### config.mk
export PLATFORM = sky130hd
export DESIGN_NAME = m_axis_cq_filter
export DESIGN_NICKNAME = d
export VERILOG_FILES = /design/src/rtl/m_axis_cq_filter.sv
export SDC_FILE = /design/constraint.sdc
export NUM_CORES = 1
export LEC_CHECK = 0
export BUFFER_PORTS_ARGS = -buffer_cell sky130_fd_sc_hd__buf_2
export CORE_ASPECT_RATIO = 1.2
export CORE_MARGIN = 2
export CORE_UTILIZATION = 30
export DETAILED_ROUTE_END_ITERATION = 10
export MAX_ROUTING_LAYER = met4
export PLACE_DENSITY = 0.5
export SYNTH_ARGS = -nofsm -noshare
export SYNTH_HDL_FRONTEND = slang
export SYNTH_SLANG_ARGS = --single-unit
### constraint.sdc
create_clock -name user_clk -period 27.8 [get_ports user_clk]
set_input_delay 1.39 -clock user_clk [delete_from_list [all_inputs] [get_ports user_clk]]
set_output_delay 1.39 -clock user_clk [all_outputs]
set_load 0.01 [all_outputs]
### src/rtl/m_axis_cq_filter.sv
// rtl/m_axis_cq_filter.sv - CQ request filter: forwards memory requests, drops the rest, FIFO-buffered
//
// Purpose: classifies each legacy-format request TLP on its first beat.
//   Memory read/write TLPs are pushed into a small FIFO. All other TLPs are
//   accepted and discarded, and a saturating counter records them.
// Ports:
//   user_clk, user_reset          clock, async active-high reset
//   s_axis_t*                     request stream from the CQ adapter
//                                 (tready is 4 identical bits)
//   m_axis_t*                     filtered stream toward the depacketizer
//   drop_count, drop_pulse        dropped-TLP counter (saturating) and per-TLP pulse
module m_axis_cq_filter #(
  parameter int DATA_WIDTH = 256,
  parameter int KEEP_WIDTH = DATA_WIDTH / 8,
  parameter int DEPTH      = 4
) (
  input  logic                  user_clk,
  input  logic                  user_reset,
  input  logic [DATA_WIDTH-1:0] s_axis_tdata,
  input  logic [KEEP_WIDTH-1:0] s_axis_tkeep,
  input  logic                  s_axis_tlast,
  input  logic [84:0]           s_axis_tuser,
  input  logic                  s_axis_tvalid,
  output logic [3:0]            s_axis_tready,
  output logic [DATA_WIDTH-1:0] m_axis_tdata,
  output logic [KEEP_WIDTH-1:0] m_axis_tkeep,
  output logic                  m_axis_tlast,
  output logic [84:0]           m_axis_tuser,
  output logic                  m_axis_tvalid,
  input  logic                  m_axis_tready,
  output logic [15:0]           drop_count,
  output logic                  drop_pulse
);

  localparam int AW = $clog2(DEPTH);

  typedef enum logic [1:0] {ST_SOP, ST_PASS, ST_DROP} state_t;

  state_t          state;
  logic [AW:0]     wr_ptr;
  logic [AW:0]     rd_ptr;
  logic [AW:0]     occupancy;
  logic            full;
  logic            empty;
  logic            in_xfer;
  logic            out_xfer;
  logic            is_pass;
  logic            push;

  logic [DATA_WIDTH-1:0] mem_data [DEPTH];
  logic [KEEP_WIDTH-1:0] mem_keep [DEPTH];
  logic                  mem_last [DEPTH];
  logic [84:0]           mem_user [DEPTH];

  // Pointers carry one extra wrap bit so full and empty are distinguishable.
  assign occupancy = wr_ptr - rd_ptr;
  assign full      = (occupancy == (AW+1)'(DEPTH));
  assign empty     = (wr_ptr == rd_ptr);

  // While discarding, the FIFO is not touched, so backpressure is never needed.
  assign s_axis_tready = (state == ST_DROP) ? 4'hF : {4{~full}};

  assign in_xfer  = s_axis_tvalid & s_axis_tready[0];
  assign out_xfer = m_axis_tvalid & m_axis_tready;

  // Memory read/write: type 0 with a 3/4-DW, with/without-data format (fmt[2] clear).
  assign is_pass = (s_axis_tdata[28:24] == 5'b00000) && (s_axis_tdata[31] == 1'b0);

  assign push = in_xfer & (((state == ST_SOP) & is_pass) | (state == ST_PASS));

  assign m_axis_tvalid = ~empty;
  assign m_axis_tdata  = mem_data[rd_ptr[AW-1:0]];
  assign m_axis_tkeep  = mem_keep[rd_ptr[AW-1:0]];
  assign m_axis_tlast  = mem_last[rd_ptr[AW-1:0]];
  assign m_axis_tuser  = mem_user[rd_ptr[AW-1:0]];

  // FIFO storage needs no reset; validity is tracked by the pointers.
  always_ff @(posedge user_clk) begin
    if (push) begin
      mem_data[wr_ptr[AW-1:0]] <= s_axis_tdata;
      mem_keep[wr_ptr[AW-1:0]] <= s_axis_tkeep;
      mem_last[wr_ptr[AW-1:0]] <= s_axis_tlast;
      mem_user[wr_ptr[AW-1:0]] <= s_axis_tuser;
    end
  end

  always_ff @(posedge user_clk or posedge user_reset) begin
    if (user_reset) begin
      state      <= ST_SOP;
      wr_ptr     <= '0;
      rd_ptr     <= '0;
      drop_count <= 16'h0000;
      drop_pulse <= 1'b0;
    end else begin
      drop_pulse <= 1'b0;
      if (push)     wr_ptr <= wr_ptr + 1'b1;
      if (out_xfer) rd_ptr <= rd_ptr + 1'b1;
      if (in_xfer) begin
        case (state)
          ST_SOP: begin
            if (is_pass) begin
              state <= s_axis_tlast ? ST_SOP : ST_PASS;
            end else begin
              drop_pulse <= 1'b1;
              if (drop_count != 16'hFFFF) drop_count <= drop_count + 16'd1;
              state <= s_axis_tlast ? ST_SOP : ST_DROP;
            end
          end
          ST_PASS: if (s_axis_tlast) state <= ST_SOP;
          ST_DROP: if (s_axis_tlast) state <= ST_SOP;
          default: state <= ST_SOP;
        endcase
      end
    end
  end

endmodule

======== After elaboration in Yosys (flattened, before gate mapping) ========
Memory sizes are Yosys's and may differ from the RTL's.
Cells that the tools add are included.
operators by class
  add/sub/neg operators ................... 4
  multipliers ............................. 0
  div/mod/pow operators ................... 0
  magnitude comparators ................... 0
  equality and inequality tests ........... 6
  shift-type cells ........................ 0
  multiplexer cells ....................... 11
  bitwise gates (word level) .............. 9
  reductions and logical operators ........ 6
operator list
  kind                                                             number
  16-bit by 1-bit adder with 16-bit output, second input constant  1
  16-bit != test, second input constant                            1
  3-bit by 1-bit adder with 3-bit output, second input constant    2
  1-bit two-way mux                                                6
  2-bit two-way mux                                                3
  5-bit logical NOT                                                1
  1-bit bitwise AND                                                4
  4-bit two-way mux                                                1
  1-bit NOT                                                        4
  2-bit case mux with 2 select lines                               1
  4-bit AND reduction                                              1
  3-bit == test                                                    1
  3-bit == test, second input constant                             1
  3-bit subtractor                                                 1
  2-bit by 1-bit == test with 1-bit output, second input constant  1
  2-bit == test, second input constant                             1
  2-bit logical NOT                                                1
  2-bit by 1-bit != test with 1-bit output, second input constant  1
  2-bit AND reduction                                              1
  2-bit OR reduction                                               1
  1-bit logical AND                                                1
  1-bit bitwise OR                                                 1
word-level totals
  register bits after elaboration ......... 25
  latch bits .............................. 0
  memory bits (writable) .................. 1496
  ROM bits ................................ 0
  input port bits ......................... 378
  output and inout bits ................... 396
  logic and storage cells ................. 45
  memories kept ........................... 4
memory list
  memory    words  bits a word  read ports  clocked after Yosys merged registers in  write ports  RTL line  text
  mem_data  4      256          1           0                                        1            50        logic [DATA_WIDTH-1:0] mem_data [DEPTH];
  mem_user  4      85           1           0                                        1            53        logic [84:0] mem_user [DEPTH];
  mem_keep  4      32           1           0                                        1            51        logic [KEEP_WIDTH-1:0] mem_keep [DEPTH];
  mem_last  4      1            1           0                                        1            52        logic mem_last [DEPTH];

======== Longest topological paths before layout ========
  word-level depth ........................ 8
  mapped depth ............................ 11
  mapped depth without buffers ............ 8

======== Worst setup path before layout ========
No wires, ideal clock.
  kind .................................... input port to flip-flop
  start point ............................. input s_axis_tdata[27]
  end point ............................... memory mem_data[3][0] (enable)
  setup time .............................. 0.786 ns
  data arrival time ....................... 10.734 ns
  data required time ...................... 27.014 ns
  path slack .............................. 16.280 ns
  stages .................................. 4
  buffers on the path ..................... 0
  path through ............................ nor4_2 a31oi_1 a211oi_2 and2_1
between the ends
  cells in the longest elaborated chain, start to end .. 7
RTL lines
  item                                     RTL line  text
  from (decl)                              19        input logic [DATA_WIDTH-1:0] s_axis_tdata,
  5-bit logical NOT                        67        assign is_pass = (s_axis_tdata[28:24] == 5'b00000) && (s_axis_tdata[31] == 1'b0);
  1-bit logical AND                        67
  1-bit bitwise AND                        69        assign push = in_xfer & (((state == ST_SOP) & is_pass) | (state == ST_PASS));
  1-bit bitwise OR                         69
  1-bit bitwise AND                        69
  1-bit two-way mux                        79        if (push) begin
  1-bit two-way mux (implied by the code)  80        mem_data[wr_ptr[AW-1:0]] <= s_axis_tdata;
  to (decl)                                50
No other way between the ends.

======== Worst setup path in the final report ========
  start point ............................. register rd_ptr[0]
  end point ............................... output m_axis_tuser[24]
between the ends
  cells in the longest elaborated chain, start to end .. 1
RTL lines
  item                    RTL line  text
  from (decl)             41        logic [AW:0] rd_ptr;
  from (signal assigned)  97        if (out_xfer) rd_ptr <= rd_ptr + 1'b1;
  memory read 4 x 85 bit  --
  to (decl)               28        output logic [84:0] m_axis_tuser,
No other way between the ends.

==> impl_metrics.yaml <==
power:
  ir_drop_mv: 0.0678
  power.density_mw_per_mm2: 91.5
  finalPower_mw: 6.15
  power_leakage_nw: 22.2
min_path:
  hold_path_depth: 1
  min_path_type: "reg -> reg"
clock_tree:
  clkSinkCount: 1521
  cts.clk_slew.worst_paths_ns: 0.06
  clk_path_buf_depth: 3
  post_cts_setup_buffers: 0
  ctsHoldBuffers: 0
  clock_insertion_delay_worst_skew_ns: 0.78
  ctsResizeCount: 0
  h-tree-depth: 4
  root_buffer: "sky130_fd_sc_hd__clkbuf_16"
  tritoncts.num_buffers: 159
  cts_tree: "yes"
synth:
  synth_top_cells_by_area: "sky130_fd_sc_hd__edfxtp_1 81%, sky130_fd_sc_hd__mux4_2 15%, sky130_fd_sc_hd__dfrtp_1 1.1%"
  syn_area_mm2: 0.0552
  synthesis.instances: 2094
  number_of_enable_flip_flop_cells_after_synthesis: 1496
  synth_adder_area_share_pct: 0.249
  synth_area_leader_cell: "sky130_fd_sc_hd__edfxtp_1"
  synth_simple_gate_area_share_pct: 0.705
  synth_compound_area_share_pct: 0.118
  yosysSeqAreaShare_pct: 82.5
  number_of_nets_in_the_synthesized_netlist: 2483
  asyncSetResetFlopFracSynth_pct: 1.64
  synth_top_family_by_area: "multiplexers"
  post_synth_most_frequent_cells: "1,496 x sky130_fd_sc_hd__edfxtp_1, 374 x sky130_fd_sc_hd__mux4_2, 39 x sky130_fd_sc_hd__buf_2"
  yosysWarnings: 0
  synth_xor_xnor_area_share_pct: 0.331
  synth_most_common_cell: "sky130_fd_sc_hd__edfxtp_1"
  synth-seq-cells: 1521
  yosysTopAreaCellShare_pct: 81.3
  synth_ff_type: "sky130_fd_sc_hd__edfxtp_1"
  syn_area_per_cell_um2: 26.4
  netlist-cell-type-count: 41
  synth.mux.area_fraction_pct: 15.3
placed_design:
  dp_hpwl_mm: 85.3
  placed_area_mm2: 0.0621
  io_buffer_count: 773
  place_congestion: 0.744
  detailedPlace.worstSlack_ns: 20.69
timing:
  max-slew-margin-rel_pct: 29.2
  fin_crit_sh_pct: 25.5
  fin_setup_tns_ns: 0
  postLayoutSetupSlackWorst_ns: 20.70
  period_minus_slack_ns: 7.10
  timing_worst_slew_pin_value_ns: 1.06
  clock-skew-final_ns: 0.0231
  grt_setup_unrepaired: "no"
  final_setup_violating_endpoints: 0
  slew_viol_final: 0
  fmax_mhz: 141
  final_hold_viol_count: 0
floorplanning:
  effective_utilization_at_floorplan_pct: 30.2
  fp.coreArea_mm2: 0.183
  die_area_mm2: 0.188
  placement_rows: 172
  floorplan.die.width_um: 396
  pin_count: 774
  die_height_um: 474
final_layout:
  postLayoutCellArea_mm2: 0.0672
  syn_to_final_growth_pct: 21.8
  finalNetCount: 3368
  post_route_cells_drive_above_1_share_pct: 46.2
  utilization_pct: 36.8
  n_fill_cell: 16900
critical_path:
  critical_path.max_stage_delay_ns: 0.87
  crit_path_required_time_ns: 26.41
  critical-path-top-cell-by-count: "sky130_fd_sc_hd__buf_4"
  crit_chain: "buf_12 > buf_4 > buf_4 > buf_4 > mux4_2 > buf_2"
  crit_path_end_kind: "output pin"
  start_kind: "flip-flop"
  timing.critical_path.depth: 6
  r2r.worst_path.cells: 10
  path_max_fanout: 90
  cp_top_family: "buffers and inverters"
  crit_path_top_delay_cell: "sky130_fd_sc_hd__dfrtp_4"
  type_of_the_worst_setup_path: "reg -> out"
  critical_path_arrival_ns: 5.71
  worst-path-buf-inv: 5
route:
  post-route-drc-count: 0
  vias_per_std_cell: 4.54
  detailedRoute.firstPassIterationCount: 8
  detailroute.via_count: 25500
  finalWirelength_mm: 132
  routed_wire_length_per_instance_um: 23.6
  ant_nets: 0
  drt_first_iter_violations: 1544
job:
  reported_max_cap_violation_count: 0
global_route:
  grt_start_max_net_pins: 118
  grt_remaining_overflow: 0
  first_pass_grt_wire_length_mm: 190
  overall_fraction_of_global_route_tracks_in_use_pct: 14.4
  antenna_found_initial: 86
  via_count_of_the_first_global_routing_pass: 26800
status:
  status: "completed"
state kept, by name, summed over array words and instances (netlist names):
| signal | flops |
|---|---|
| mem_user | 340 |
| state | 2 |
| drop_count | 16 |
| mem_data | 1024 |
| mem_keep | 128 |
| wr_ptr | 3 |
| mem_last | 4 |
| drop_pulse | 1 |
| rd_ptr | 3 |
routing by layer:
layer	routed length, um	up-vias	global-route usage, %
met5	0	-	-
met3	17000	199	7.61
met2	60500	987	21.3
li1	-	11000	-
met1	51800	13300	16.8
met4	3060	0	4.19
metrics by stage:
step,hold slack (ns),cells
after floorplan,0.492,2094
after detailed placement,0.500,5254
after CTS,0.510,5536
after global placement,0.491,5254
after global routing,0.529,5600
final,0.502,5606
logic make-up (layout without fill, tap and decap cells):
logic type                 Yosys count  count (layout)
AOI/OAI and AO/OA                   10              10
xor gates and xnor gates            20              20
adders and majority gates           11              11
buffers and inverters               97            1103
DFF                               1521            1521
muxes                              378             378
other                                0              70
and+or+nand+nor                     57              57
where the power goes:
group | total (mW) | internal (mW) | switching (mW) | leakage, nW
combinational | 1.54 | 0.705 | 0.838 | 6.03
sequential | 2.58 | 2.54 | 0.0410 | 13.8
clock | 2.03 | 1.14 | 0.885 | 2.42
cells in the final DEF, fill, tap and decap left out, types with 2 or more instances in the layout:
cell	netlist	final
sky130_fd_sc_hd__clkinvlp_4	0	3
sky130_fd_sc_hd__xnor2_1	6	6
sky130_fd_sc_hd__nor4_4	2	2
sky130_fd_sc_hd__bufinv_16	0	8
sky130_fd_sc_hd__nand4_1	5	5
sky130_fd_sc_hd__nand3_2	2	2
sky130_fd_sc_hd__clkinv_1	0	27
sky130_fd_sc_hd__mux2_2	4	4
sky130_fd_sc_hd__inv_16	0	5
sky130_fd_sc_hd__and2_4	0	4
sky130_fd_sc_hd__clkinv_4	0	3
sky130_fd_sc_hd__clkbuf_16	0	160
sky130_fd_sc_hd__buf_4	3	35
sky130_fd_sc_hd__buf_12	0	4
sky130_fd_sc_hd__nor2b_1	2	2
sky130_fd_sc_hd__inv_1	9	9
sky130_fd_sc_hd__clkinv_2	0	27
sky130_fd_sc_hd__nand3_1	6	6
sky130_fd_sc_hd__nand2_1	10	10
sky130_fd_sc_hd__dfrtp_4	0	2
sky130_fd_sc_hd__buf_2	39	773
sky130_fd_sc_hd__inv_6	0	6
sky130_fd_sc_hd__nor3_2	3	3
sky130_fd_sc_hd__nor2_1	5	5
sky130_fd_sc_hd__diode_2	0	70
sky130_fd_sc_hd__edfxtp_1	1496	1496
sky130_fd_sc_hd__o21ai_0	5	5
sky130_fd_sc_hd__nor3_1	4	4
sky130_fd_sc_hd__clkbuf_1	24	37
sky130_fd_sc_hd__clkinv_16	0	4
sky130_fd_sc_hd__or2_2	3	3
sky130_fd_sc_hd__dfrtp_1	25	23
sky130_fd_sc_hd__nor4_1	2	2
sky130_fd_sc_hd__xor2_1	13	13
sky130_fd_sc_hd__mux4_2	374	374
sky130_fd_sc_hd__ha_1	11	11
layout make-up:
class / count / area [um^2] / share of cell area [%]
timing repair buffer: 812 / 4210 / 6.26
clock buffer: 197 / 4140 / 6.16
antenna: 70 / 175 / 0.260
clock inverter: 85 / 826 / 1.23
inverter: 9 / 33.8 / 0.0502
sequential: 1521 / 45600 / 67.7
multi-input combinational: 476 / 9250 / 13.8
tap: 2436 / 3050 / 4.53
path summary, 6_finish.rpt:
path,start,end,slack [ns]
worst min register to register,drop_count[8]$_DFFE_PP0P_,drop_count[8]$_DFFE_PP0P_,0.50
min in group asynchronous,user_reset,drop_count[0]$_DFFE_PP0P_,0.65
max in group asynchronous,user_reset,rd_ptr[1]$_DFFE_PP0P_,26.84
worst max register to register,rd_ptr[1]$_DFFE_PP0P_,mem_keep[3][8]$_DFFE_PP_,21.59
worst max-delay path,rd_ptr[0]$_DFFE_PP0P_,m_axis_tuser[24],20.70
worst min-delay path,drop_count[8]$_DFFE_PP0P_,drop_count[8]$_DFFE_PP0P_,0.50
No activity file was read; power rests on OpenSTA's default activity.
